<file path="src/rtl/fetch_queue_if.sv">
// Fetch queue bus: instruction-memory request/response channel plus the
// decode-side instruction handshake and redirect inputs.
interface fetch_queue_if;
   logic        imem_req;
   logic [31:0] imem_addr;
   logic        imem_gnt;
   logic        imem_rvalid;
   logic [31:0] imem_rdata;
   logic        inst_valid;
   logic [31:0] inst_pc;
   logic [31:0] inst_data;
   logic        inst_ready;
   logic        redirect;
   logic [31:0] redirect_pc;

   modport master (
      output imem_req, imem_addr, inst_valid, inst_pc, inst_data,
      input  imem_gnt, imem_rvalid, imem_rdata, inst_ready, redirect, redirect_pc
   );

   modport slave (
      input  imem_req, imem_addr, inst_valid, inst_pc, inst_data,
      output imem_gnt, imem_rvalid, imem_rdata, inst_ready, redirect, redirect_pc
   );
endinterface

</file>
<file path="src/rtl/fetch_queue.sv">
// Instruction fetch queue with credit-limited memory requests and redirect flush.
// Optional macro FETCH_STALL_CNT_EN adds the fetch_stall_cnt output.
module fetch_queue #(
   parameter int          DEPTH     = 4,
   parameter int          MAX_OUTST = 2,
   parameter logic [31:0] RESET_PC  = 32'h0000_0000
) (
   input  logic           clk,
   input  logic           reset,
   fetch_queue_if.master  bus
`ifdef FETCH_STALL_CNT_EN
   ,
   output logic [31:0]    fetch_stall_cnt
`endif
);

   localparam int PW = (DEPTH > 1) ? $clog2(DEPTH) : 1;
   localparam int CW = PW + 1;
   localparam logic [CW-1:0] DEPTH_C = CW'(DEPTH);
   localparam logic [CW-1:0] MAX_C   = CW'(MAX_OUTST);

   logic [31:0]   fpc_q, fpc_d;
   logic [31:0]   rpc_q, rpc_d;
   logic [PW-1:0] rd_ptr_q, rd_ptr_d;
   logic [PW-1:0] wr_ptr_q, wr_ptr_d;
   logic [CW-1:0] count_q, count_d;
   logic [CW-1:0] outst_q, outst_d;
   logic [CW-1:0] discard_q, discard_d;
   logic [31:0]   pc_mem_q   [DEPTH];
   logic [31:0]   data_mem_q [DEPTH];

   logic [CW:0]   credit_s;
   logic          req_s, gnt_s, rsp_s, drop_s, push_s, pop_s, valid_s;
   logic [31:0]   target_s;

   // Request/response qualification; rvalid with nothing outstanding is ignored.
   always_comb begin
      credit_s = {1'b0, count_q} + {1'b0, outst_q};
      req_s    = !reset && !bus.redirect && (outst_q < MAX_C) && (credit_s < {1'b0, DEPTH_C});
      gnt_s    = req_s && bus.imem_gnt;
      rsp_s    = bus.imem_rvalid && (outst_q != {CW{1'b0}});
      drop_s   = rsp_s && (discard_q != {CW{1'b0}});
      push_s   = rsp_s && (discard_q == {CW{1'b0}}) && !bus.redirect;
      valid_s  = (count_q != {CW{1'b0}});
      pop_s    = valid_s && bus.inst_ready && !bus.redirect;
      target_s = bus.redirect_pc & 32'hFFFF_FFFC;
   end

   // Next-state for fetch/response PCs, credit counters and queue pointers.
   always_comb begin
      fpc_d     = fpc_q;
      rpc_d     = rpc_q;
      rd_ptr_d  = rd_ptr_q;
      wr_ptr_d  = wr_ptr_q;
      count_d   = count_q;
      outst_d   = outst_q;
      discard_d = discard_q;

      if (gnt_s && !rsp_s) begin
         outst_d = outst_q + CW'(1);
      end else if (!gnt_s && rsp_s) begin
         outst_d = outst_q - CW'(1);
      end else begin
         outst_d = outst_q;
      end

      if (bus.redirect) begin
         // Everything still in flight after this cycle belongs to the old path.
         fpc_d     = target_s;
         rpc_d     = target_s;
         rd_ptr_d  = {PW{1'b0}};
         wr_ptr_d  = {PW{1'b0}};
         count_d   = {CW{1'b0}};
         discard_d = outst_d;
      end else begin
         if (gnt_s) begin
            fpc_d = fpc_q + 32'd4;
         end else begin
            fpc_d = fpc_q;
         end
         if (drop_s) begin
            discard_d = discard_q - CW'(1);
         end else begin
            discard_d = discard_q;
         end
         if (push_s) begin
            rpc_d    = rpc_q + 32'd4;
            wr_ptr_d = wr_ptr_q + PW'(1);
         end else begin
            rpc_d    = rpc_q;
            wr_ptr_d = wr_ptr_q;
         end
         if (pop_s) begin
            rd_ptr_d = rd_ptr_q + PW'(1);
         end else begin
            rd_ptr_d = rd_ptr_q;
         end
         if (push_s && !pop_s) begin
            count_d = count_q + CW'(1);
         end else if (!push_s && pop_s) begin
            count_d = count_q - CW'(1);
         end else begin
            count_d = count_q;
         end
      end
   end

   // Control state register.
   always_ff @(posedge clk or posedge reset) begin
      if (reset) begin
         fpc_q     <= RESET_PC;
         rpc_q     <= RESET_PC;
         rd_ptr_q  <= {PW{1'b0}};
         wr_ptr_q  <= {PW{1'b0}};
         count_q   <= {CW{1'b0}};
         outst_q   <= {CW{1'b0}};
         discard_q <= {CW{1'b0}};
      end else begin
         fpc_q     <= fpc_d;
         rpc_q     <= rpc_d;
         rd_ptr_q  <= rd_ptr_d;
         wr_ptr_q  <= wr_ptr_d;
         count_q   <= count_d;
         outst_q   <= outst_d;
         discard_q <= discard_d;
      end
   end

   // Queue storage, written at the tail by accepted responses.
   always_ff @(posedge clk or posedge reset) begin
      if (reset) begin
         for (int i = 0; i < DEPTH; i++) begin
            pc_mem_q[i]   <= 32'h0;
            data_mem_q[i] <= 32'h0;
         end
      end else if (push_s) begin
         pc_mem_q[wr_ptr_q]   <= rpc_q;
         data_mem_q[wr_ptr_q] <= bus.imem_rdata;
      end
   end

   assign bus.imem_req   = req_s;
   assign bus.imem_addr  = fpc_q;
   assign bus.inst_valid = valid_s;
   assign bus.inst_pc    = valid_s ? pc_mem_q[rd_ptr_q]   : 32'h0;
   assign bus.inst_data  = valid_s ? data_mem_q[rd_ptr_q] : 32'h0;

`ifdef FETCH_STALL_CNT_EN
   logic [31:0] stall_cnt_q, stall_cnt_d;

   // Saturating count of cycles where decode holds off a valid head.
   always_comb begin
      if (valid_s && !bus.inst_ready && (stall_cnt_q != 32'hFFFF_FFFF)) begin
         stall_cnt_d = stall_cnt_q + 32'd1;
      end else begin
         stall_cnt_d = stall_cnt_q;
      end
   end

   always_ff @(posedge clk or posedge reset) begin
      if (reset) begin
         stall_cnt_q <= 32'h0;
      end else begin
         stall_cnt_q <= stall_cnt_d;
      end
   end

   assign fetch_stall_cnt = stall_cnt_q;
`endif

endmodule
</file>
<file path="src/flat_wrapper.sv">
// flat-port wrapper written by rule: the top's interface ports become plain ports
module fetch_queue_flat 
#(
   parameter int          DEPTH     = 4,
   parameter int          MAX_OUTST = 2,
   parameter logic [31:0] RESET_PC  = 32'h0000_0000
)
  (clk, reset, bus_imem_req, bus_imem_addr, bus_inst_valid, bus_inst_pc, bus_inst_data, bus_imem_gnt, bus_imem_rvalid, bus_imem_rdata, bus_inst_ready, bus_redirect, bus_redirect_pc);
  fetch_queue_if bus_i ();
  input  logic clk;
  input  logic reset;
  output wire logic [$bits(bus_i.imem_req)-1:0] bus_imem_req;
  output wire logic [$bits(bus_i.imem_addr)-1:0] bus_imem_addr;
  output wire logic [$bits(bus_i.inst_valid)-1:0] bus_inst_valid;
  output wire logic [$bits(bus_i.inst_pc)-1:0] bus_inst_pc;
  output wire logic [$bits(bus_i.inst_data)-1:0] bus_inst_data;
  input wire logic [$bits(bus_i.imem_gnt)-1:0] bus_imem_gnt;
  input wire logic [$bits(bus_i.imem_rvalid)-1:0] bus_imem_rvalid;
  input wire logic [$bits(bus_i.imem_rdata)-1:0] bus_imem_rdata;
  input wire logic [$bits(bus_i.inst_ready)-1:0] bus_inst_ready;
  input wire logic [$bits(bus_i.redirect)-1:0] bus_redirect;
  input wire logic [$bits(bus_i.redirect_pc)-1:0] bus_redirect_pc;
  assign bus_imem_req = bus_i.imem_req;
  assign bus_imem_addr = bus_i.imem_addr;
  assign bus_inst_valid = bus_i.inst_valid;
  assign bus_inst_pc = bus_i.inst_pc;
  assign bus_inst_data = bus_i.inst_data;
  assign bus_i.imem_gnt = bus_imem_gnt;
  assign bus_i.imem_rvalid = bus_imem_rvalid;
  assign bus_i.imem_rdata = bus_imem_rdata;
  assign bus_i.inst_ready = bus_inst_ready;
  assign bus_i.redirect = bus_redirect;
  assign bus_i.redirect_pc = bus_redirect_pc;
  fetch_queue #(.DEPTH(DEPTH), .MAX_OUTST(MAX_OUTST), .RESET_PC(RESET_PC)) u_core (.clk(clk), .reset(reset), .bus(bus_i));
endmodule
</file>
<file path="config.mk">
export PLATFORM = sky130hd
export DESIGN_NAME = fetch_queue_flat
export DESIGN_NICKNAME = d
export VERILOG_FILES = /design/src/rtl/fetch_queue_if.sv /design/src/rtl/fetch_queue.sv /design/src/flat_wrapper.sv
export SDC_FILE = /design/constraint.sdc
export NUM_CORES = 1
export LEC_CHECK = 0
export BUFFER_PORTS_ARGS = -buffer_cell sky130_fd_sc_hd__buf_2
export CAP_MARGIN = 20
export CORE_MARGIN = 2
export CORE_UTILIZATION = 35
export CTS_CLUSTER_SIZE = 40
export DETAILED_ROUTE_END_ITERATION = 10
export PLACE_DENSITY_LB_ADDON = 0.1
export SYNTH_ARGS = -nofsm -noshare
export SYNTH_HDL_FRONTEND = slang
export SYNTH_SLANG_ARGS = --single-unit
</file>
<file path="constraint.sdc">
create_clock -name clk -period 25 [get_ports clk]
set_input_delay 1.25 -clock clk [delete_from_list [all_inputs] [get_ports clk]]
set_output_delay 1.25 -clock clk [all_outputs]
set_load 0.01 [all_outputs]
</file>
==> results of run 1 <==
## worst paths after layout
kind	startpoint	endpoint	slack, ps	cells past startpoint
max	u_core.rd_ptr_q[0]	bus_inst_pc[10]	20640	4
min	u_core.data_mem_q[32]	u_core.data_mem_q[32]	500	1
max reg2reg	u_core.outst_q[1]	u_core.data_mem_q[77]	21090	8
min reg2reg	u_core.data_mem_q[32]	u_core.data_mem_q[32]	500	1
max in group asynchronous	reset	u_core.data_mem_q[62]	22540	3
min in group asynchronous	reset	u_core.bus.imem_addr[12]	930	2
## metal layers
| metal | routed length, µm | vias up | global-route usage | share of wire |
|---|---|---|---|---|
| li1 | - | 4383 | - | - |
| met1 | 18000 | 4959 | 0.243 | 0.48 |
| met2 | 17500 | 197 | 0.273 | 0.46 |
| met3 | 1560 | 45 | 0.0310 | 0.041 |
| met4 | 720 | 0 | 0.0518 | 0.019 |
| met5 | 0 | - | 0 | 0 |
## logic make-up after synthesis
logic type	Yosys count
xor+xnor	46
other cells	1
fa+ha+maj	14
compound gates	85
mux	324
flops	321
simple gates	238
buf+inv	94
## registers in the layout (all words and copies together), names as in the netlist
name                  flops
u_core.outst_q            3
u_core.rpc_q             30
u_core.bus.imem_addr     30
u_core.pc_mem_q         120
u_core.data_mem_q       128
u_core.discard_q          3
u_core.count_q            3
u_core.rd_ptr_q           2
u_core.wr_ptr_q           2
## final cells by class
type,count,area (µm²)
Inverter,17,71.3
Clock buffer,57,1140
Multi-Input combinational cell,711,6810
Tap cell,585,732
Sequential cell,321,8040
Clock inverter,10,128
Fill cell,4145,25100
Timing Repair Buffer,176,928
## metrics by stage
| step | power [mW] | hold WS, ps |
|---|---|---|
| final | 1.79 | 497 |
| after global routing | 1.91 | 509 |
| after global placement | 1.25 | 482 |
| after CTS | 1.83 | 500 |
| after detailed placement | 1.26 | 487 |
| after floorplan | 1.07 | 474 |
## report_power, final
group / switching, mW / internal, mW / total [mW]
sequential: 0.0808 / 0.630 / 0.711
combinational: 0.243 / 0.277 / 0.520
clock: 0.220 / 0.344 / 0.564
## cells in the final DEF (no fill, tap or decap), types with 4 or more instances in the layout
| cell type | instances |
|---|---|
| sky130_fd_sc_hd__a21oi_1 | 14 |
| sky130_fd_sc_hd__a31oi_1 | 7 |
| sky130_fd_sc_hd__and2_1 | 65 |
| sky130_fd_sc_hd__and3_1 | 12 |
| sky130_fd_sc_hd__and4_1 | 5 |
| sky130_fd_sc_hd__buf_2 | 161 |
| sky130_fd_sc_hd__buf_4 | 13 |
| sky130_fd_sc_hd__clkbuf_1 | 11 |
| sky130_fd_sc_hd__clkbuf_16 | 41 |
| sky130_fd_sc_hd__clkbuf_8 | 5 |
| sky130_fd_sc_hd__clkinv_2 | 6 |
| sky130_fd_sc_hd__conb_1 | 4 |
| sky130_fd_sc_hd__dfrtp_1 | 319 |
| sky130_fd_sc_hd__ha_1 | 13 |
| sky130_fd_sc_hd__inv_1 | 15 |
| sky130_fd_sc_hd__mux2_2 | 259 |
| sky130_fd_sc_hd__mux4_2 | 62 |
| sky130_fd_sc_hd__nand2_1 | 48 |
| sky130_fd_sc_hd__nand2_4 | 4 |
| sky130_fd_sc_hd__nand3_1 | 31 |
| sky130_fd_sc_hd__nand4_1 | 22 |
| sky130_fd_sc_hd__nor2_1 | 27 |
| sky130_fd_sc_hd__nor4_1 | 4 |
| sky130_fd_sc_hd__o211ai_1 | 12 |
| sky130_fd_sc_hd__o21ai_0 | 32 |
| sky130_fd_sc_hd__o311ai_0 | 9 |
| sky130_fd_sc_hd__xnor2_1 | 20 |
| sky130_fd_sc_hd__xor2_1 | 26 |
==> Implementation_results.wiki, run 1 <==
{| class="wikitable"
! Metric !! Value
|-
| Placed wire-length estimate || 22600 µm
|-
| Top cell type's share of synthesized area || 0.529
|-
| Final TNS setup || 0 ps
|-
| Most common cell in the synthesized netlist || sky130_fd_sc_hd__dfrtp_1
|-
| Setup repair after global routing missed its margin || false
|-
| Static leakage power || 8.39 nW
|-
| Total routing usage reported by global routing || 0.173
|-
| DRC violation count after routing || 0
|-
| Post-synthesis register bit count || 321
|-
| Cts bufs inserted || 39
|-
| Number of instances resized during post-cts repair || 0
|-
| Number of distinct standard cells referenced by the synthesized netlist || 52
|-
| Number of H-tree levels || 2
|-
| Number of setup buffers added after CTS || 0
|-
| Number of flops mapped to enable cells by yosys || 0
|-
| Most frequently used flop master after synthesis || sky130_fd_sc_hd__dfrtp_1
|-
| Post-synthesis compound-gate area fraction || 0.0355
|-
| Dominant combinational cell family by area after synthesis || multiplexers
|-
| Arithmetic-cell share of the synthesized area counting full adders, half adders and majority gates || 0.0120
|-
| Count of pins over their slew limit || 0
|-
| NumNets Final || 1350
|-
| Total of buffers placed on input and output ports || 161
|-
| GRT overflow || 0
|-
| Final cell area excluding filler cells || 0.0178 mm²
|-
| Fraction of final layout cells sized beyond drive strength 1 || 0.442
|-
| I/O pin cnt || 168
|-
| Largest cells by area after synthesis || sky130_fd_sc_hd__dfrtp_1 (53%), sky130_fd_sc_hd__mux2_2 (19%), sky130_fd_sc_hd__mux4_2 (9.2%)
|-
| Detailed Routing Iterations Pass 1 || 5
|-
| Share of flip-flops with an asynchronous set or reset || 1.00
|-
| Diodes inserted || 0
|-
| Number of antenna violations at the first check in global routing || 0
|-
| Max frequency || 229 MHz
|-
| Non-Filler Instances || 1877
|-
| Post-synthesis instance area || 0.0152 mm²
|-
| Clock Skews || 14.2 ps
|-
| Max VDD drop || 0.0679 mV
|-
| Die Wd || 212 µm
|-
| Number of routed nets with antenna violations || 0
|-
| Mux cell area share after synthesis || 0.286
|-
| Starting density of the core || 0.353
|-
| Number of global-route vias before repair || 10012
|-
| Critical-path cell with the highest stage delay || sky130_fd_sc_hd__buf_4
|-
| Synthesized-area fraction occupied by and/or/nand/nor cells || 0.0855
|-
| First-pass GRT wire length || 59500 µm
|-
| Category of the critical setup timing path || reg -> out
|-
| Area growth, synth to finish || 17.5%
|-
| Arrival time of the worst setup path || 3110 ps
|-
| Endpoints failing hold || 0
|-
| 1st-iter DRT viols || 467
|-
| Result of the run || finished clean
|-
| Max transition margin || 0.341
|-
| Critical Path Sink Type || output pin
|-
| Number of cells produced by synthesis || 1123
|-
| Actual slew at the worst max-slew pin || 985 ps
|-
| Die area || 0.0451 mm²
|-
| CTS tree || done
|-
| HP Class || reg -> reg
|-
| Floorplan core area || 0.0430 mm²
|-
| Largest net degree at the start of global routing || 129
|-
| Vias per inst || 5.11
|-
| Post-detailed-placement cell area || 0.0166 mm²
|-
| Total number of clock tree sinks || 321
|-
| Total of endpoints with negative setup slack in the final report || 0
|-
| Weighted congestion at the end of routability-driven global placement || 0.765
|-
| CTS clock-pin slew for the worst setup and hold paths || 60 ps
|-
| Worst Path Required || 23750 ps
|-
| Synthesis Warnings || 0
|-
| Vert. Die Dim || 212 µm
|-
| Tmin final || 4360 ps
|-
| Mean instance size in the synthesized netlist || 13.5 µm²
|-
| CTS root buf || sky130_fd_sc_hd__clkbuf_16
|-
| Share of the synthesized netlist area taken by xor and xnor gates || 0.0265
|-
| Peak fanout along the critical path || 40
|-
| Number of cells in the design after placement || 1808
|-
| Synth area leader || sky130_fd_sc_hd__dfrtp_1
|-
| Final Worst Setup Slack || 20640 ps
|-
| Post-route clock period utilization || 0.175
|-
| Hold Buf Count CTS || 0
|-
| Std cell rows || 76
|-
| Util after Layout || 0.415
|-
| Dominant delay contributor by cell family on the critical path || buffers and inverters
|-
| Cell breakdown of the critical path || buf_4, mux4_2, and2_1, buf_2
|-
| WL/cell || 20.1 µm
|-
| Max incr delay on CP || 820 ps
|-
| P per Cell Area || 101 mW/mm²
|-
| CTS max path bufs || 3
|-
| Startpoint kind of the worst setup timing path || register
|-
| Most common library cells after synthesis || sky130_fd_sc_hd__dfrtp_1 (321), sky130_fd_sc_hd__mux2_2 (259), sky130_fd_sc_hd__and2_1 (65)
|-
| Buffering stage count on the worst path with inverters included || 2
|-
| Placement Setup Slack || 20540 ps
|-
| Drt total wl || 37700 µm
|-
| Number of vias after detailed routing || 9584
|-
| Share of the yosys chip area belonging to registers || 0.529
|-
| Max-cap check violation count || 0
|-
| Clock insertion delay at the later pin of the skew report || 550 ps
|}
Power figures use the tool's default switching activity.
==> run 2, diff against run 1 <==
clock period = 4.2 ns   (was 25 ns; I/O delays follow)
==> run 2 against run 1 <==
Compared with the run above: setup slack got worse by 20000 ps; register-to-register slack got worse by 20000 ps; first-iteration DRC count down 12%; sequential power increased to 6.0 times the previous value; via count is 3.0% higher; clock skew grew 1.8 ps; highest routed layer unchanged.
==> Implementation_results.wiki, run 2 (synthesis results as in run 1) <==
{| class="wikitable"
! Metric !! Value
|-
| Weighted congestion at the end of routability-driven global placement || 0.743
|-
| Arrival time of the worst setup path || 3730 ps
|-
| Fraction of final layout cells sized beyond drive strength 1 || 0.425
|-
| Cts bufs inserted || 38
|-
| Non-Filler Instances || 1944
|-
| Std cell rows || 76
|-
| Placed wire-length estimate || 23400 µm
|-
| Setup slack on the worst flop-to-flop path || 900 ps
|-
| Cell breakdown of the critical path || inv_1, ha_1, ha_1, nand4bb_1, buf_4, nor2_1, nand2_4, buf_4, mux2_2
|-
| Number of cells in the design after placement || 1812
|-
| Hold-critical path depth || 4
|-
| Psw || 3.26 mW
|-
| Peak fanout along the critical path || 38
|-
| Hold worst-path end || u_core.rd_ptr_q[1]
|-
| CTS max path bufs || 3
|-
| Area growth, synth to finish || 22.6%
|-
| Max VDD drop || 0.275 mV
|-
| HP Class || in -> reg
|-
| Util after Layout || 0.433
|-
| Part of the power in the clock network || 0.320
|-
| Total of endpoints with negative setup slack in the final report || 0
|-
| Final Worst Setup Slack || 898 ps
|-
| Number of antenna violations at the first check in global routing || 0
|-
| Min-Delay Startpoint || bus_inst_ready
|-
| Tmin final || 3300 ps
|-
| Sequential cell fraction of total power || 0.390
|-
| Worst Path Required || 4630 ps
|-
| Number of global-route vias before repair || 10172
|-
| Vias per inst || 5.08
|-
| Buffering stage count on the worst path with inverters included || 3
|-
| Endpoints failing hold || 0
|-
| Total number of clock tree sinks || 321
|-
| Comb pwr share || 0.290
|-
| Clock Skews || 16.0 ps
|-
| Dominant delay contributor by cell family on the critical path || simple AND/OR/NAND/NOR gates
|-
| Count of pins over their slew limit || 0
|-
| CTS root buf || sky130_fd_sc_hd__clkbuf_16
|-
| 1st-iter DRT viols || 411
|-
| Actual slew at the worst max-slew pin || 927 ps
|-
| Max-cap check violation count || 0
|-
| Clock insertion delay at the later pin of the skew report || 550 ps
|-
| Largest net degree at the start of global routing || 141
|-
| Result of the run || finished clean
|-
| Die Wd || 212 µm
|-
| Flip-flop count of the largest register, all copies and words added || 128
|-
| I/O pin cnt || 168
|-
| Total routing usage reported by global routing || 0.173
|-
| Net switching fraction of the power || 0.299
|-
| Detailed Routing Iterations Pass 1 || 4
|-
| P per Cell Area || 584 mW/mm²
|-
| Number of cells on the worst reg-to-reg path || 9
|-
| Endpoint of the worst register-to-register path || u_core.pc_mem_q[20]
|-
| Static leakage power || 8.72 nW
|-
| Leading cell types in the layout, fill and taps excluded || sky130_fd_sc_hd__dfrtp_1 (319), sky130_fd_sc_hd__mux2_2 (259), sky130_fd_sc_hd__buf_2 (162), sky130_fd_sc_hd__and2_1 (65), sky130_fd_sc_hd__dlygate4sd3_1 (63)
|-
| Post-route clock period utilization || 0.786
|-
| Starting density of the core || 0.353
|-
| GRT overflow || 0
|-
| Startpoint kind of the worst setup timing path || register
|-
| Drt total wl || 38200 µm
|-
| Number of instances resized during post-cts repair || 0
|-
| Max frequency || 303 MHz
|-
| Reg2reg start || u_core.outst_q[1]
|-
| Vert. Die Dim || 212 µm
|-
| Most common cell after layout, fill and taps aside || sky130_fd_sc_hd__dfrtp_1
|-
| Die area || 0.0451 mm²
|-
| Placement Setup Slack || 893 ps
|-
| Number of H-tree levels || 2
|-
| Critical-path cell with the highest stage delay || sky130_fd_sc_hd__nor2_1
|-
| Max transition margin || 0.380
|-
| WL/cell || 19.6 µm
|-
| NumNets Final || 1415
|-
| Diodes inserted || 0
|-
| First-pass GRT wire length || 60000 µm
|-
| Total of buffers placed on input and output ports || 161
|-
| Cell internal power dissipation || 7.62 mW
|-
| Category of the critical setup timing path || reg -> reg
|-
| Number of routed nets with antenna violations || 0
|-
| DRC violation count after routing || 0
|-
| Critical Path Sink Type || register
|-
| Setup repair after global routing missed its margin || false
|-
| Number of vias after detailed routing || 9875
|-
| CTS tree || done
|-
| Floorplan core area || 0.0430 mm²
|-
| Top Registers || u_core.data_mem_q x128, u_core.pc_mem_q x120
|-
| CTS clock-pin slew for the worst setup and hold paths || 60 ps
|-
| Max incr delay on CP || 620 ps
|-
| Top register by number of flip-flops || u_core.data_mem_q
|}
-- run 2: worst max-delay path by stage --
stage | from | end | slack, ps | cells past startpoint
finish | u_core.outst_q[1] | u_core.pc_mem_q[20] | 900 | 9
global route | u_core.outst_q[1] | u_core.pc_mem_q[16] | 750 | 9
CTS | u_core.outst_q[1] | u_core.pc_mem_q[20] | 870 | 9
detailed placement | u_core.outst_q[1] | u_core.pc_mem_q[20] | 890 | 9
global placement | u_core.outst_q[1] | u_core.pc_mem_q[20] | 880 | 9
floorplan | reset | u_core.bus.imem_addr[10] | -290 | 1
-- run 2: per-layer routing --
metal,up-vias,wire [µm],GRT usage
met4,0,682,0.0480
met1,5099,17800,0.240
met2,215,18000,0.280
met5,-,0,0
li1,4511,-,-
met3,50,1680,0.0316
-- run 2: power groups by stage --
stage / Sequential (mW) / Clock (mW) / Combinational [mW]
final: 4.25 / 3.48 / 3.16
after global routing: 4.34 / 3.73 / 3.48
after CTS: 4.25 / 3.60 / 3.25
after detailed placement: 4.30 / 0 / 3.19
after global placement: 4.29 / 0 / 3.15
after floorplan: 4.08 / 0 / 2.31
-- run 2: cell type report --
| class | count | area (µm²) |
|---|---|---|
| inverters | 17 | 67.6 |
| well taps | 585 | 732 |
| multi-input cells | 711 | 6810 |
| repair buffers | 242 | 1660 |
| clock buffers | 58 | 1170 |
| clock inverters | 10 | 150 |
| fillers | 4030 | 24400 |
| flip-flops and latches | 321 | 8040 |
-- run 2: repair_timing --
item,4_1_cts,5_1_grt
setup buffers,0,0
hold buffers,63,0
endpoints found under the hold margin,206,0
-- run 2: metrics by stage --
step | TNS, ps | power, mW | instance area [µm²] | hold slack, ps
2_1_floorplan | -93340 | 6.38 | 15200 | 343
3_3_place_gp | 0 | 7.44 | 16700 | 355
3_5_place_dp | 0 | 7.49 | 16700 | 362
4_1_cts | 0 | 11.1 | 18600 | 28.2
5_1_grt | 0 | 11.6 | 18600 | 83.6
6_report | 0 | 10.9 | 18600 | 58.8
-- run 2: tightest hold or removal path: cells and delay by family --
family                 cells  cell delay [ps]
XOR/XNOR                   1               70
buffers and inverters      1              130
AND/OR/NAND/NOR            2              160
==> run 3, diff against run 2 <==
clock period = 3.4 ns   (was 4.2 ns; I/O delays follow)
==> run 3 against run 2 <==
Compared with the run above: hold slack worse by 27 ps; design area grew 0.99%; count of clock-buffer cells in the layout shrank 2; setup slack got worse by 220 ps; global-route usage rose by 0.16 points; largest cell class unchanged; largest power group unchanged; highest routed layer is now met5.
==> Implementation_results.wiki, run 3 (synthesis results as in run 1) <==
{| class="wikitable"
! Metric !! Value
|-
| Area growth, synth to finish || 23.8%
|-
| Category of the critical setup timing path || reg -> out
|-
| Largest net degree at the start of global routing || 77
|-
| Number of cells on the worst reg-to-reg path || 5
|-
| Sequential cell fraction of total power || 0.388
|-
| Leading cell types in the layout, fill and taps excluded || sky130_fd_sc_hd__dfrtp_1 (319), sky130_fd_sc_hd__mux2_2 (259), sky130_fd_sc_hd__buf_2 (161), sky130_fd_sc_hd__and2_1 (65), sky130_fd_sc_hd__dlygate4sd3_1 (63)
|-
| Buffering stage count on the worst path with inverters included || 2
|-
| Vias per inst || 5.03
|-
| Number of H-tree levels || 2
|-
| Total power after layout || 13.5 mW
|-
| Top Registers || u_core.data_mem_q x128, u_core.pc_mem_q x120
|-
| Floorplan core area || 0.0430 mm²
|-
| Hold Slack || 32.1 ps
|-
| Actual slew at the worst max-slew pin || 928 ps
|-
| Min-Delay Startpoint || bus_inst_ready
|-
| Drt total wl || 38400 µm
|-
| Total of endpoints with negative setup slack in the final report || 0
|-
| CTS root buf || sky130_fd_sc_hd__clkbuf_16
|-
| Top register by number of flip-flops || u_core.data_mem_q
|-
| Total number of clock tree sinks || 321
|-
| Hold-critical path depth || 4
|-
| 1st-iter DRT viols || 467
|-
| I/O pin cnt || 168
|-
| Starting density of the core || 0.353
|-
| Max VDD drop || 0.335 mV
|-
| Hold Buf Count CTS || 63
|-
| Number of setup buffers added after CTS || 0
|-
| Total of buffers placed on input and output ports || 161
|-
| CTS clock-pin slew for the worst setup and hold paths || 60 ps
|-
| Post-detailed-placement cell area || 0.0169 mm²
|-
| Max transition margin || 0.376
|-
| Clock insertion delay at the later pin of the skew report || 550 ps
|-
| CTS max path bufs || 3
|-
| Number of vias after detailed routing || 9845
|-
| Flip-flop count of the largest register, all copies and words added || 128
|-
| Critical-path cell with the highest stage delay || sky130_fd_sc_hd__or3_2
|-
| Total routing usage reported by global routing || 0.175
|-
| Count of pins over their slew limit || 0
|-
| Cell internal power dissipation || 9.43 mW
|-
| Placed wire-length estimate || 24000 µm
|-
| First-pass GRT wire length || 60400 µm
|-
| Static leakage power || 8.82 nW
|-
| Setup slack on the worst flop-to-flop path || 690 ps
|-
| DRC violation count after routing || 0
|-
| Setup repair after global routing missed its margin || false
|-
| Most common cell after layout, fill and taps aside || sky130_fd_sc_hd__dfrtp_1
|-
| GRT overflow || 0
|-
| Max frequency || 367 MHz
|-
| Max-cap check violation count || 0
|-
| Final cell area excluding filler cells || 0.0188 mm²
|-
| Psw || 4.02 mW
|-
| Comb pwr share || 0.296
|-
| Fraction of final layout cells sized beyond drive strength 1 || 0.431
|-
| Part of the power in the clock network || 0.316
|-
| Max incr delay on CP || 800 ps
|-
| Std cell rows || 76
|-
| Net switching fraction of the power || 0.299
|-
| Cts bufs inserted || 39
|-
| Result of the run || finished clean
|-
| Number of routed nets with antenna violations || 0
|-
| Detailed Routing Iterations Pass 1 || 4
|-
| Diodes inserted || 0
|-
| Number of inserted filler cells in the final layout || 4063
|-
| Critical Path Sink Type || output pin
|-
| Cell breakdown of the critical path || or3_2, buf_4, and2_1, buf_2
|-
| P per Cell Area || 715 mW/mm²
|-
| Number of global-route vias before repair || 10318
|-
| Arrival time of the worst setup path || 2550 ps
|-
| Weighted congestion at the end of routability-driven global placement || 0.775
|-
| Placement Setup Slack || 690 ps
|-
| Clock Skews || 18.1 ps
|-
| Final Worst Setup Slack || 676 ps
|-
| Endpoint of the worst register-to-register path || u_core.bus.imem_addr[29]
|-
| Peak fanout along the critical path || 40
|-
| Util after Layout || 0.438
|-
| Vert. Die Dim || 212 µm
|-
| Die area || 0.0451 mm²
|-
| CTS tree || done
|-
| Number of antenna violations at the first check in global routing || 1
|-
| Tmin final || 2720 ps
|-
| Final TNS setup || 0 ps
|-
| Startpoint kind of the worst setup timing path || register
|-
| Number of instances resized during post-cts repair || 0
|-
| WL/cell || 19.6 µm
|-
| Non-Filler Instances || 1957
|-
| Endpoints failing hold || 0
|-
| Dominant delay contributor by cell family on the critical path || simple AND/OR/NAND/NOR gates
|-
| Worst Path Required || 3230 ps
|-
| Number of cells in the design after placement || 1827
|-
| Reg2reg start || u_core.outst_q[2]
|-
| NumNets Final || 1431
|-
| Post-route clock period utilization || 0.801
|-
| Hold worst-path end || u_core.rd_ptr_q[1]
|-
| Die Wd || 212 µm
|-
| HP Class || in -> reg
|}
-- run 3: cell types whose count changed in the layout (fill, tap and decap cells not counted) --
cell                       previous run  this run
sky130_fd_sc_hd__clkbuf_1             9         8
sky130_fd_sc_hd__clkbuf_8             8         7
sky130_fd_sc_hd__buf_4               10        19
sky130_fd_sc_hd__buf_2              162       161
sky130_fd_sc_hd__buf_12               7        14
-- run 3: final cells by class --
cell class	instances	area [µm²]	area share
sequential	321	8040	0.427
clock inverter	10	150	0.00798
clock buffer	56	1150	0.0613
inverter	17	67.6	0.00359
timing repair buffer	257	1860	0.0988
multi-input combinational	711	6810	0.362
tap	585	732	0.0389
-- run 3: worst max path at each step --
stage | startpoint | end | slack, ps | cells after the start
after CTS | u_core.count_q[0] | bus_inst_pc[10] | 560 | 4
after global placement | u_core.outst_q[2] | u_core.bus.imem_addr[29] | 730 | 5
after floorplan | reset | u_core.bus.imem_addr[10] | -1050 | 1
after global routing | u_core.count_q[0] | bus_inst_pc[10] | 510 | 4
final | u_core.count_q[0] | bus_inst_pc[10] | 680 | 4
after detailed placement | u_core.outst_q[2] | u_core.bus.imem_addr[29] | 690 | 5
-- run 3: power by group through the flow --
stage	Combinational [mW]	Sequential [mW]	Clock [mW]
2_1_floorplan	2.85	5.04	0
3_3_place_gp	4.00	5.27	0
3_5_place_dp	4.04	5.29	0
4_1_cts	4.11	5.23	4.41
5_1_grt	4.43	5.35	4.55
6_report	3.98	5.22	4.26
-- run 3: metal layers --
metal  vias up  share of wire  routed length [µm]  track usage
met5         -        0.00034                  13            0
met2       179           0.46               17700        0.277
li1       4523              -                   -            -
met1      5085           0.47               18200        0.245
met4         2          0.019                 742       0.0497
met3        56          0.043                1660       0.0329
-- run 3: tightest hold or removal path, delay by kind of cell --
family | cells | cell delay, ps
and+or+nand+nor | 2 | 170
buffers and inverters | 1 | 130
xor gates and xnor gates | 1 | 60
